$ cat src/rtl/FPALL_pkg.sv
// Shared format and opcode encodings for the FPALL arithmetic unit and its wrappers.
package FPALL_pkg;

  typedef enum logic [1:0] {
    FP16,
    FP32
  } fp_fmt_e;

  typedef enum logic [2:0] {
    OP_ADD,
    OP_SUB,
    OP_MUL,
    OP_MIN,
    OP_MAX
  } fp_op_e;

endpackage

$ cat src/rtl/fpall_issue_ctrl.sv
// Issue/collect stage around the shared FP unit: registers operands, tracks in-flight ops for
// CORE_LAT cycles and queues results in a credit-protected FIFO. Optional: FPALL_ISSUE_PERF_EN.
module fpall_issue_ctrl
  import FPALL_pkg::*;
#(
  parameter int unsigned CORE_LAT   = 2,
  parameter int unsigned FIFO_DEPTH = 4,
  parameter int unsigned TAG_W      = 4
) (
  input  logic             clk,
  input  logic             rst_n,
  input  logic             in_valid,
  output logic             in_ready,
  input  fp_fmt_e          in_fmt,
  input  fp_op_e           in_opcode,
  input  logic [31:0]      in_x,
  input  logic [31:0]      in_y,
  input  logic [TAG_W-1:0] in_tag,
  output fp_fmt_e          core_fmt,
  output fp_op_e           core_opcode,
  output logic [31:0]      core_x,
  output logic [31:0]      core_y,
  input  logic [31:0]      core_r,
  output logic             out_valid,
  input  logic             out_ready,
  output logic [31:0]      out_r,
  output logic [TAG_W-1:0] out_tag
`ifdef FPALL_ISSUE_PERF_EN
  ,
  output logic [31:0]      perf_issued,
  output logic [31:0]      perf_stall,
  output logic [31:0]      perf_bp
`endif
);

  localparam int unsigned PtrW = (FIFO_DEPTH > 1) ? $clog2(FIFO_DEPTH) : 1;
  localparam int unsigned CntW = $clog2(FIFO_DEPTH + 1);
  localparam int unsigned SumW = $clog2(FIFO_DEPTH + CORE_LAT + 1);

  logic [CORE_LAT-1:0] vld_q;
  logic [TAG_W-1:0]    tag_q [CORE_LAT];
  logic [31:0]         mem_r_q [FIFO_DEPTH];
  logic [TAG_W-1:0]    mem_tag_q [FIFO_DEPTH];
  logic [PtrW-1:0]     wr_ptr_q, rd_ptr_q;
  logic [CntW-1:0]     count_q, count_d;
  logic [SumW-1:0]     inflight;
  logic                accept, push, pop;

  always_comb begin
    inflight = '0;
    for (int i = 0; i < CORE_LAT; i++) begin
      inflight = inflight + SumW'(vld_q[i]);
    end
  end

  // Every accepted op owns a FIFO slot from issue until it is popped.
  assign in_ready  = (inflight + SumW'(count_q)) < SumW'(FIFO_DEPTH);
  assign accept    = in_valid & in_ready;
  assign push      = vld_q[CORE_LAT-1];
  assign out_valid = (count_q != '0);
  assign pop       = out_valid & out_ready;
  assign count_d   = count_q + CntW'(push) - CntW'(pop);

  assign out_r   = out_valid ? mem_r_q[rd_ptr_q]   : '0;
  assign out_tag = out_valid ? mem_tag_q[rd_ptr_q] : '0;

  always_ff @(posedge clk or negedge rst_n) begin
    if (!rst_n) begin
      core_fmt    <= FP16;
      core_opcode <= OP_ADD;
      core_x      <= '0;
      core_y      <= '0;
    end else if (accept) begin
      core_fmt    <= in_fmt;
      core_opcode <= in_opcode;
      core_x      <= in_x;
      core_y      <= in_y;
    end
  end

  always_ff @(posedge clk or negedge rst_n) begin
    if (!rst_n) begin
      vld_q <= '0;
      for (int i = 0; i < CORE_LAT; i++) begin
        tag_q[i] <= '0;
      end
    end else begin
      vld_q[0] <= accept;
      tag_q[0] <= in_tag;
      for (int i = 1; i < CORE_LAT; i++) begin
        vld_q[i] <= vld_q[i-1];
        tag_q[i] <= tag_q[i-1];
      end
    end
  end

  always_ff @(posedge clk or negedge rst_n) begin
    if (!rst_n) begin
      wr_ptr_q <= '0;
      rd_ptr_q <= '0;
      count_q  <= '0;
    end else begin
      if (push) wr_ptr_q <= wr_ptr_q + PtrW'(1);
      if (pop)  rd_ptr_q <= rd_ptr_q + PtrW'(1);
      count_q <= count_d;
    end
  end

  // Storage is qualified by count_q, so it needs no reset.
  always_ff @(posedge clk) begin
    if (push) begin
      mem_r_q[wr_ptr_q]   <= core_r;
      mem_tag_q[wr_ptr_q] <= tag_q[CORE_LAT-1];
    end
  end

  no_overflow_a : assert property (@(posedge clk) disable iff (!rst_n)
    !(push && !pop && (count_q == CntW'(FIFO_DEPTH))));

`ifdef FPALL_ISSUE_PERF_EN
  always_ff @(posedge clk or negedge rst_n) begin
    if (!rst_n) begin
      perf_issued <= '0;
      perf_stall  <= '0;
      perf_bp     <= '0;
    end else begin
      if (accept && (perf_issued != '1))                  perf_issued <= perf_issued + 32'd1;
      if (in_valid && !in_ready && (perf_stall != '1))    perf_stall  <= perf_stall + 32'd1;
      if (out_valid && !out_ready && (perf_bp != '1))     perf_bp     <= perf_bp + 32'd1;
    end
  end
`endif

endmodule

$ cat config.mk
export PLATFORM = sky130hd
export DESIGN_NAME = fpall_issue_ctrl
export DESIGN_NICKNAME = d
export VERILOG_FILES = /design/src/rtl/FPALL_pkg.sv /design/src/rtl/fpall_issue_ctrl.sv
export SDC_FILE = /design/constraint.sdc
export NUM_CORES = 1
export LEC_CHECK = 0
export CORE_MARGIN = 2
export CORE_UTILIZATION = 50
export DETAILED_ROUTE_END_ITERATION = 8
export GPL_TIMING_DRIVEN = 0
export PLACE_DENSITY = 0.76
export SLEW_MARGIN = 15
export SYNTH_ARGS = -nofsm -noshare
export SYNTH_HDL_FRONTEND = slang
export SYNTH_SLANG_ARGS = --single-unit
$ cat constraint.sdc
create_clock -name clk -period 2.5 [get_ports clk]
set_input_delay 0.25 -clock clk [delete_from_list [all_inputs] [get_ports clk]]
set_output_delay 0.25 -clock clk [all_outputs]
set_load 0.005 [all_outputs]
; Word level (Yosys, flattened, before mapping)
; Memories as Yosys holds them, arrays and structs flattened.
; Index checks and enable logic that the tools add are counted.
[classes]
n_mux = 4
n_bitwise = 2
addsub = 6
reduce_logical = 1
order_cmp = 1
[op_table]
columns = op, count
row1 = $mux W32, 1
row2 = $add A2 B1 Y2 const B, 2
row3 = $mux W4, 1
row4 = $add A2 B3 Y3, 1
row5 = $add A3 B1 Y3, 1
row6 = $lt A3 B3 Y1 const B, 1
row7 = $reduce_bool A3 Y1, 1
row8 = $sub A3 B1 Y3, 1
row9 = $add A1 B1 Y2, 1
row10 = $and A1 B1 Y1, 2
row11 = $mux W1, 2
[word_totals]
word_cells = 26
n_memories = 2
output_inout_bits = 107
register_bits = 86
ram_bits = 144
in_bits = 109
[memory_table]
columns = name, depth, word_bits, rd, rd_ports_with_merged_regs, wr, line_no
row1 = mem_r_q, 4, 32, 1, 0, 1, fpall_issue_ctrl.sv:42  ; logic [31:0] mem_r_q [FIFO_DEPTH];
row2 = mem_tag_q, 4, 4, 1, 0, 1, fpall_issue_ctrl.sv:43  ; logic [TAG_W-1:0] mem_tag_q [FIFO_DEPTH];

; Logic depth before layout (Yosys ltp)
[depth]
word_depth = 4
ltp_mapped = 9
ltp_nobuf = 9

; Worst setup path after synthesis
; No wires, ideal clock.
[synth_path]
path_type = reg2reg
from = reg count_q[1]
to = reg count_q[2]
setup_ns = 0.126
path_stages_with_launch = 10
synth_period_minus_slack_ns = 2.226
arrival_time_ns = 2.100
required_time_ns = 2.374
path_buffers = 0
slack_ns = 0.274
cell_sequence = dfrtp_1 -> or3_1 -> and2_1 -> ha_1 -> inv_1 -> ha_1 -> inv_1 -> fa_1 -> xnor2_1 -> xnor2_1
[synth_via]
elab_chain_cells = 3
elab_cells_between_ends = 4
classes_between = add/sub: 2 / bitwise: 1 / reduce/logical: 1
[synth_rtl]
columns = item, line_no
row1 = "start, declared", fpall_issue_ctrl.sv:45  ; logic [CntW-1:0] count_q, count_d;
row2 = "start signal, assigned", fpall_issue_ctrl.sv:105  ; count_q <= count_d;
row3 = $reduce_bool A3 Y1, fpall_issue_ctrl.sv:60  ; assign out_valid = (count_q != '0);
row4 = $and A1 B1 Y1, fpall_issue_ctrl.sv:61  ; assign pop = out_valid & out_ready;
row5 = named net pop, fpall_issue_ctrl.sv:47  ; logic accept, push, pop;
row6 = $sub A3 B1 Y3, fpall_issue_ctrl.sv:62  ; assign count_d = count_q + CntW'(push) - CntW'(pop);
row7 = named net count_d[2], fpall_issue_ctrl.sv:45
; The timed path passes the listed nets, and every way through them passes these cells.
; A chain may end at the register's enable or synchronous reset.

; Final worst setup path
[layout_path]
from = reg rd_ptr_q[0]
to = out out_r[31]
[layout_via]
elab_chain_cells = 2
[layout_rtl]
columns = item, line_no
row1 = "start, declared", fpall_issue_ctrl.sv:44  ; logic [PtrW-1:0] wr_ptr_q, rd_ptr_q;
row2 = "start signal, assigned", fpall_issue_ctrl.sv:104  ; if (pop) rd_ptr_q <= rd_ptr_q + PtrW'(1);
row3 = $mem_v2 Z4 W32, n/a
row4 = $mux W32, fpall_issue_ctrl.sv:64  ; assign out_r = out_valid ? mem_r_q[rd_ptr_q] : '0;
row5 = "end, declared", fpall_issue_ctrl.sv:26  ; output logic [31:0] out_r,
; Every way passes these cells.

==> run_results.csv <==
group,metric,value,unit
route,vias_per_cell,5.039,
pwr,leakage_power_figure,5.030,nW
placed_design,placement.io_buffers,215,
global_routing,gr-usage-all-layers,0.1988,
route,drt-wirelength-per-cell,19.93,um
timing,final.period_utilization,0.9764,
finish,area_of_combinational_cells_with_multiple_inputs,0.002336,sq mm
floorplan,initial_core_util,0.5149,
timing,worst-slew-pin-transition,0.4280,ns
run_status,status,"finished, final reports clean",
yosys,synth_cell_types,23,
global_routing,first_global_vias,5302,
job,max_cap_viol_count,0,
route,total_number_of_vias,4676,
yosys,synth_sequential_area_ratio,0.7222,
placed_design,routabilityCongestion,0.7286,
setup_path,crit_path_max_fanout,7,
clocking,numCtsBuffers,23,
global_routing,grt_start_max_net_pins,65,
placed_design,hpwlAfterDp,12.68,mm
timing,max_slew_margin,0.7146,
finish,area_growth_synth_to_finish,39.60,%
floorplan,die_w,137.9,um
setup_path,timing_worst_setup_path_type,"reg2out",
timing,finalSetupViolCount,0,
clocking,tritoncts_num_sinks,230,
timing,setup_repair_after_global_routing_missed_its_margin,"yes",
floorplan,die_area,0.01902,sq mm
yosys,synthesis.area_per_instance,20.95,sq um
setup_path,crit_path_end_kind,"output port",
timing,slew_viol_final,0,
clocking,clockRootBuffer,"sky130_fd_sc_hd__clkbuf_16",
finish,nNetsFinal,803,
finish,drive_above_1_share,0.2678,
yosys,ys_warn_count,0,
global_routing,globalRouteOverflowTotal,0,
setup_path,cp.arrival,2.19,ns
timing,hold_viol,0,
yosys,ys_seq_elements,230,
clocking,cts.htree.levels,1,
floorplan,core_region_area,0.01742,sq mm
route,detail_route.first_pass.iterations,4,
finish,ff_latch_area,0.006479,sq mm
timing,clock-skew-final,0.01262,ns
floorplan,std_cell_rows,48,
yosys,syn-instance-count,428,
floorplan,die_h,137.9,um
setup_path,critPathLaunchType,"flip-flop",
clocking,clock_latency_of_the_later_clocked_register_in_the_worst_skew_pair,0.49,ns
timing,post-route-min-period,2.441,ns
floorplan,io_pins,216,
clocking,cts-root-to-sink-buffers,3,
route,drc,0,
finish,layout.filler_cells,1073,
clocking,worst_setup_hold_path_clk_slew,0.06,ns
timing,hold-worst-slack,0.1958,ns
worst_hold_path,hold_class,"in2reg",
global_routing,antenna_violations_before_repair,1,
pwr,vdd.ir_drop.worst,0.7414,mV
yosys,mappedNetlistArea,0.008967,sq mm
timing,clock.fmax,409.7,MHz
finish,final_util,0.7188,
route,totalWireLength,18.50,mm
pwr,powerDensity,1225,mW/mm^2
yosys,synth_fp_nets,545,
global_routing,grt_pass1_wl,28.25,mm
setup_path,cp.required,2.25,ns
route,drt_first_iter_violations,224,
clocking,cts_tree,"built",
route,final_antenna_net_count,0,
[report_power, final]
group	internal (W)	switching [W]
logic	0.00415	0.00223
clock network	0.00196	0.00133
registers	0.00516	0.000515
[cell families after synthesis]
family                     share of synthesized area
muxes                                         0.2059
buffers and inverters                        0.01926
AOI/OAI and AO/OA                           0.004186
xor gates and xnor gates                    0.004884
adders and majority gates                    0.01200
DFF                                           0.7222
and+or+nand+nor                              0.03153
[cells in the mapped netlist]
library cell               count  share of area
sky130_fd_sc_hd__nand3_1       2         0.0011
sky130_fd_sc_hd__buf_2         6         0.0033
sky130_fd_sc_hd__mux2_4       69           0.12
sky130_fd_sc_hd__a221o_1       1         0.0011
sky130_fd_sc_hd__nor2b_1       1        0.00070
sky130_fd_sc_hd__or3_1         1        0.00070
sky130_fd_sc_hd__dfrtp_1      86           0.24
sky130_fd_sc_hd__ha_1          7         0.0098
sky130_fd_sc_hd__xnor2_1       3         0.0029
sky130_fd_sc_hd__xor2_1        2         0.0020
sky130_fd_sc_hd__buf_6         7         0.0088
sky130_fd_sc_hd__o21ai_0       1        0.00056
sky130_fd_sc_hd__clkbuf_1      7         0.0029
sky130_fd_sc_hd__inv_1         8         0.0033
sky130_fd_sc_hd__and2_1       41          0.029
sky130_fd_sc_hd__nand2_1       1        0.00042
sky130_fd_sc_hd__fa_1          1         0.0022
sky130_fd_sc_hd__a21o_1        1        0.00084
sky130_fd_sc_hd__buf_4         1        0.00084
sky130_fd_sc_hd__mux4_2       36          0.090
sky130_fd_sc_hd__edfxtp_1    144           0.48
sky130_fd_sc_hd__a22oi_1       1        0.00084
sky130_fd_sc_hd__a21boi_1      1        0.00084
[layer usage]
| metal | GRT usage | wire, um | vias to the layer above |
|---|---|---|---|
| met5 | 0 | 0 | - |
| met4 | 0.05159 | 351 | 0 |
| met3 | 0.06944 | 1812 | 25 |
| met2 | 0.3353 | 9039 | 195 |
| met1 | 0.2469 | 7295 | 2317 |
| li1 | - | - | 2139 |
[sequential cells by signal, summed over array words and instances (netlist names)]
signal and cells:
core_x 32, tag_q 8, rd_ptr_q 2, core_fmt 2, mem_tag_q 16, wr_ptr_q 2
core_opcode 3, count_q 3, mem_r_q 128, vld_q 2, core_y 32
[area by class of cell]
class	instances	area share
clock inverter	5	0.002299
clock buffer	36	0.05707
sequential	230	0.5175
tap	225	0.02249
multi-input combinational	169	0.1866
buffer	21	0.02089
inverter	8	0.002399
timing repair buffer	233	0.1905
antenna	1	0.0001999
[worst max-delay path, cell delays in order (launching register included)]
cell and delay [ns]:
sky130_fd_sc_hd__dfrtp_2 0.44, sky130_fd_sc_hd__buf_12 0.15, sky130_fd_sc_hd__buf_12 0.13, sky130_fd_sc_hd__buf_4 0.13
sky130_fd_sc_hd__mux4_2 0.41, sky130_fd_sc_hd__and2_4 0.17, sky130_fd_sc_hd__dlygate4sd2_1 0.27
[metrics by stage]
step                power [W]  setup WS, ns  cells  setup TNS (ns)  instance area [sq um]
floorplan            0.008846        0.2738    428               0                   8967
global placement      0.01179        -1.763    868         -155.05                  11400
detailed placement    0.01200      -0.03387    873         -0.1102                  11510
CTS                   0.01541      -0.01835    920        -0.05825                  12400
global route          0.01616      -0.02499    928        -0.03128                  12520
finish                0.01533       0.05903    928               0                  12520
[repair_timing]
action,CTS,global route
endpoints found under the hold margin,22,0
cloned,0,1
hold buffers,1,0
endpoints found under the setup margin,36,13
gates resized for setup,58,18
buffers inserted,5,6
[placed cells by master, fill, tap and decap left out, types with 3 or more instances in the layout]
cell	count
sky130_fd_sc_hd__edfxtp_1	144
sky130_fd_sc_hd__buf_12	8
sky130_fd_sc_hd__ha_1	7
sky130_fd_sc_hd__dfrtp_1	84
sky130_fd_sc_hd__inv_1	8
sky130_fd_sc_hd__and2_1	34
sky130_fd_sc_hd__mux4_2	36
sky130_fd_sc_hd__and2_2	4
sky130_fd_sc_hd__dlymetal6s2s_1	11
sky130_fd_sc_hd__clkbuf_1	6
sky130_fd_sc_hd__and2_4	3
sky130_fd_sc_hd__dlygate4sd2_1	24
sky130_fd_sc_hd__xnor2_1	3
sky130_fd_sc_hd__clkbuf_8	9
sky130_fd_sc_hd__clkbuf_16	26
sky130_fd_sc_hd__clkbuf_4	3
sky130_fd_sc_hd__buf_4	12
sky130_fd_sc_hd__clkdlybuf4s50_1	179
sky130_fd_sc_hd__buf_6	7
sky130_fd_sc_hd__mux2_4	69
[path summary, 6_finish.rpt]
path	end	start	slack [ns]	cells after the start
worst max-delay path	out_r[31]	rd_ptr_q[0]$_DFFE_PN0P_	0.06	6
worst min register to register	tag_q[0]$_DFF_PN0_	tag_q[4]$_DFF_PN0_	0.35	0
min in group asynchronous	core_x[16]$_DFFE_PN0P_	rst_n	0.21	2
worst min-delay path	tag_q[5]$_DFF_PN0_	in_tag[1]	0.20	1
worst max register to register	count_q[2]$_DFF_PN0_	count_q[1]$_DFF_PN0_	0.18	9
max in group asynchronous	count_q[1]$_DFF_PN0_	rst_n	1.69	3
Power figures use the tool's default switching activity.
==> patch 1: new RTL, config.mk and constraints unchanged <==
Set the parameter `TAG_W` to 3 (it was 4).
--- a/src/rtl/fpall_issue_ctrl.sv
+++ b/src/rtl/fpall_issue_ctrl.sv
@@ -6,5 +6,5 @@
   parameter int unsigned CORE_LAT   = 2,
   parameter int unsigned FIFO_DEPTH = 4,
-  parameter int unsigned TAG_W      = 4
+  parameter int unsigned TAG_W      = 3
 ) (
   input  logic             clk,
Ports: changed (resized in_tag and out_tag); port bits go from 216 to 214. The function was not compared with the original's and may differ.
==> patch 1 against the unedited design <==
- power fell by 2.9%
- setup slack better by 23 ps
- synthesized area fell by 2.2%
- sequential share of layout area about the same
- hold slack better by 8.6 ps
- first-iteration DRC count is 12% lower
- core utilization fell by 1.1 points
- clock power down 3%
- critical path depth fell by 1
- non-clock buffer count shrank 8
- final area is 2.6% lower
- clock skew rose by 4.9 ps
- sequential cell count decreased by 6
- wire length shrank 4.2%
==> patch 1: results (changes against the unedited design) <==
Outcome
  • Status: complete, no violations (unchanged)

Global routing
  • Vias in the first global route: 5,045 (was 5,302)
  • Largest net degree at the start of global routing: 57 (was 65)
  • Total track usage: 19.27% (was 19.88%)
  • First-pass GRT wire length: 27,140 µm (was 28,250 µm)

Clocking
  • Total CTS buffers: 22 (was 23)

Drt
  • Drt pass-1 iters: 5 (was 4)
  • 1st-iter DRT viols: 197 (was 224)
  • Vias per cell: 5.031 (was 5.039)
  • Post-Route WL: 17,730 µm (was 18,500 µm)

Logic synthesis
  • Synth area leaders: edfxtp_1 48%, dfrtp_1 24%, mux2_4 12% (unchanged)
  • Number of enable flip-flop cells after synthesis: 140 (was 144)
  • Sequential area share after synthesis: 71.93% (was 72.22%)
  • Syn Nets: 536 (was 545)
  • Mean post-synth cell area: 20.87 µm² (was 20.95 µm²)
  • Commonest cells in the netlist: 140 x edfxtp_1, 84 x dfrtp_1, 69 x mux2_4, 40 x and2_1, 35 x mux4_2 (was 144 x edfxtp_1, 86 x dfrtp_1, 69 x mux2_4, 41 x and2_1, 36 x mux4_2)

Place
  • Final Wtd Congestion: 0.7121 (was 0.7286)
  • Hpwl dp: 12,010 µm (was 12,680 µm)
  • Cells after DPL: 863 (was 873)
  • I/O Buffers: 213 (was 215)

Setup path
  • Slowest stage delay, CP: 470 ps (was 440 ps)
  • CP Max Fanout: 6 (was 7)
  • Crit path DAT: 2170 ps (was 2190 ps)
  • CP max-delay cell: mux4_2 (was dfrtp_2)

STA
  • Skew final: 17.50 ps (was 12.62 ps)
  • Rel. slew slack: 65.78% (was 71.46%)

Cells and area
  • Share of cells above drive strength 1: 25.84% (was 26.78%)
  • N_diodes: 0 (was 1)
  • Nets: 785 (was 803)

Pwr
  • VDD IR-drop max: 0.6708 mV (was 0.7414 mV)
  • Lkg Pwr: 4.857 nW (was 5.030 nW)
  • P_sw: 3.932 mW (was 4.065 mW)
[patch 1: cell types whose count changed after synthesis, sizes merged]
cell / delta
and2: -1
buf: -1
clkbuf: +1
dfrtp: -2
edfxtp: -4
mux4: -1
[patch 1: area by class of cell]
type,instances,area [µm²]
sequential,224,6309
fill,1048,5041
timing repair buffer,226,2340
multi-input combinational,167,2305
clock buffer,35,654.4
tap,225,281.5
buffer,20,227.7
clock inverter,5,48.80
inverter,8,30.03
[patch 1: final timing paths]
| kind | start | endpoint | slack, ps | cells after the start |
|---|---|---|---|---|
| worst max register to register | count_q[1] | count_q[2] | 90 | 10 |
| max in group asynchronous | rst_n | tag_q[3] | 1650 | 3 |
| worst min-delay path | in_tag[2] | tag_q[5] | 200 | 1 |
| worst min register to register | tag_q[4] | tag_q[1] | 340 | 0 |
| min in group asynchronous | rst_n | core_fmt[0] | 260 | 2 |
| worst max-delay path | rd_ptr_q[0] | out_r[25] | 80 | 5 |
[patch 1: what timing repair did]
action                                 in CTS  in global routing
buffers inserted                            6                  0
gates cloned                                1                  0
setup endpoints to repair                  37                 11
endpoints found under the hold margin      28                  0
resized for setup                          62                 10
hold buffers                                1                  0
[patch 1: cells by family after synthesis]
kind of cell	share of synthesized area (%)
flip-flops	71.93
AO/OA/AOI/OAI	0.4282
AND/OR/NAND/NOR	3.154
XOR/XNOR	0.4996
adder cells (fa/ha/maj)	1.227
multiplexers	20.81
buffers and inverters	1.955
[patch 1: metal layers]
layer / part of all wire (%) / global-route usage, %
met1: 40 / 24.49
met2: 50 / 32.44
met3: 8.8 / 6.301
met4: 1.2 / 4.456
met5: 0 / 0
[patch 1: through the flow]
stage	cell area (µm²)	hold WS [ps]	worst slack (ps)
2_1_floorplan	8767	-45.59	117.0
3_3_place_gp	11180	337.7	-1651
3_5_place_dp	11310	205.8	-171.6
4_1_cts	12170	186.1	1.230
5_1_grt	12200	186.2	-0.8618
6_report	12200	204.4	81.85
[patch 1: power groups by stage]
stage / Clock [mW] / Combinational [mW] / Sequential (mW)
after CTS: 3.25 / 6.28 / 5.57
final: 3.18 / 6.15 / 5.57
after global placement: 0 / 5.99 / 5.57
after global routing: 3.39 / 6.63 / 5.68
after floorplan: 0 / 3.14 / 5.54
after detailed placement: 0 / 6.21 / 5.55
==> patch 2: new RTL, same flow settings <==
Without the edit above. The option `FPALL_ISSUE_PERF_EN` is turned on by a define.
--- a/src/rtl/fpall_issue_ctrl.sv
+++ b/src/rtl/fpall_issue_ctrl.sv
@@ -1,4 +1,6 @@
 // Issue/collect stage around the shared FP unit: registers operands, tracks in-flight ops for
 // CORE_LAT cycles and queues results in a credit-protected FIFO. Optional: FPALL_ISSUE_PERF_EN.
+`define FPALL_ISSUE_PERF_EN
+
 module fpall_issue_ctrl
   import FPALL_pkg::*;
Formal check against the unedited RTL (old outputs only; new: perf_bp, perf_issued and perf_stall): equivalent (equiv_simple and equiv_induct, registers matched by name and starting in step).
==> patch 2 against the unedited design <==
- count of clock-buffer cells in the layout is 10 higher
- synthesized cell count is 110% higher
- wire length is 75% higher
- fmax is 1.0% higher
- hold slack worse by 23 ps
- final area is 49% higher
- non-clock buffer count is 106 higher
- setup slack better by 25 ps
- sequential power is 34% higher
- synthesized area is 51% higher
- power is 28% higher
- critical path depth stayed put
- sequential cell count is 96 higher
- clock skew is 1.6 ps higher
- largest power group is now sequential cells
==> patch 2: results (changes against the unedited design) <==
Outcome
  • Status: complete, no violations (unchanged)

Place
  • Hpwl dp: 22,300 µm (was 12,680 µm)
  • I/O Buffers: 310 (was 215)
  • Worst slack, placed: -642.0 ps (was -33.87 ps)
  • Cells after DPL: 1,541 (was 873)

Setup path
  • Crit path DAT: 2170 ps (was 2190 ps)
  • Worst R2R Path Depth: 11 (was 9)
  • R2r startpoint: count_q[2] (was count_q[1])
  • Reg2reg setup slack: 160 ps (was 180 ps)
  • CP endpoint: out_r[4] (was out_r[31])

Clocking
  • Post-cts sizing count: 78 (was 58)
  • Total CTS buffers: 36 (was 23)
  • Clock latency on the worst-skew pair: 510 ps (was 490 ps)
  • H-Tree Depth: 2 (was 1)
  • Post-CTS setup buffer count: 12 (was 5)

Drt
  • DR WL met2: 16,280 µm (was 9039 µm)
  • Via count: 8,787 (was 4,676)
  • Drt pass-1 iters: 5 (was 4)
  • Routed length on met3: 2339 µm (was 1812 µm)
  • WL per Instance: 19.97 µm (was 19.93 µm)
  • Vias per cell: 5.421 (was 5.039)
  • Met1 wire length: 13,050 µm (was 7295 µm)

Global routing
  • GRT met3 Usage: 6.102% (was 6.944%)
  • Met2 Use GR: 39.54% (was 33.53%)
  • Met1 Use GR: 30.04% (was 24.69%)
  • Initial antenna violation count: 1 (unchanged)
  • Largest net degree at the start of global routing: 98 (was 65)
  • Vias in the first global route: 9,212 (was 5,302)
  • First-pass GRT wire length: 51,560 µm (was 28,250 µm)

Logic synthesis
  • Synth Area in Adders: 1.073% (was 1.200%)
  • Yosys cell types: 54 (was 23)
  • Xor-xnor portion of the synthesized cell area: 5.956% (was 0.4883%)
  • Synth Area in Compound Gates: 1.387% (was 0.4186%)
  • Synth area leaders: dfrtp_1 34%, edfxtp_1 32%, mux4_2 6.0% (was edfxtp_1 48%, dfrtp_1 24%, mux2_4 12%)
  • Syn Nets: 1,005 (was 545)
  • Synth async-reset ratio: 55.83% (was 37.39%)
  • Sequential area share after synthesis: 65.63% (was 72.22%)
  • Cell count after synthesis: 885 (was 428)
  • Synth area leader: dfrtp_1 (was edfxtp_1)

Pwr
  • VDD IR-drop max: 0.6947 mV (was 0.7414 mV)
  • Power share of the sequential group: 38.8% (was 37.0%)
  • Power Density: 1053 nW/µm² (was 1225 nW/µm²)
  • P_sw: 5.510 mW (was 4.065 mW)
  • Lkg Pwr: 7.257 nW (was 5.030 nW)

Cells and area
  • Reg with most FFs: mem_r_q (unchanged)
  • Nets: 1,372 (was 803)

Worst hold path
  • Hold Startpoint: in_tag[3] (was in_tag[1])

STA
  • Rel. slew slack: 52.34% (was 71.46%)
  • Skew final: 14.21 ps (was 12.62 ps)
  • Final hold slack: 173.3 ps (was 195.8 ps)
==> patch 2: final cells by class <==
| cell class | instances | area, µm² |
|---|---|---|
| diodes | 1 | 2.502 |
| plain buffers | 30 | 224.0 |
| clock buffers | 46 | 968.4 |
| clock inverters | 19 | 181.4 |
| fillers | 1818 | 8102 |
| inverters | 16 | 60.06 |
| multi-input cells | 512 | 4544 |
| flip-flops and latches | 326 | 8882 |
| well taps | 341 | 426.7 |
| repair buffers | 330 | 3334 |
==> patch 2: kinds of logic (layout without fill, tap and decap cells) <==
kind of cell	Yosys count	after routing
AO/OA/AOI/OAI	19	19
XOR/XNOR	92	92
adder cells (fa/ha/maj)	11	11
buffers and inverters	47	441
flip-flops	326	326
multiplexers	110	110
other	0	1
AND/OR/NAND/NOR	280	280
==> patch 2: worst max-delay path, cell delays in order (launching register included) <==
cell and delay, ps:
dfrtp_1 410, buf_12 150, buf_6 110, buf_4 120, mux4_2 480, and2_1 170, clkdlybuf4s15_1 230
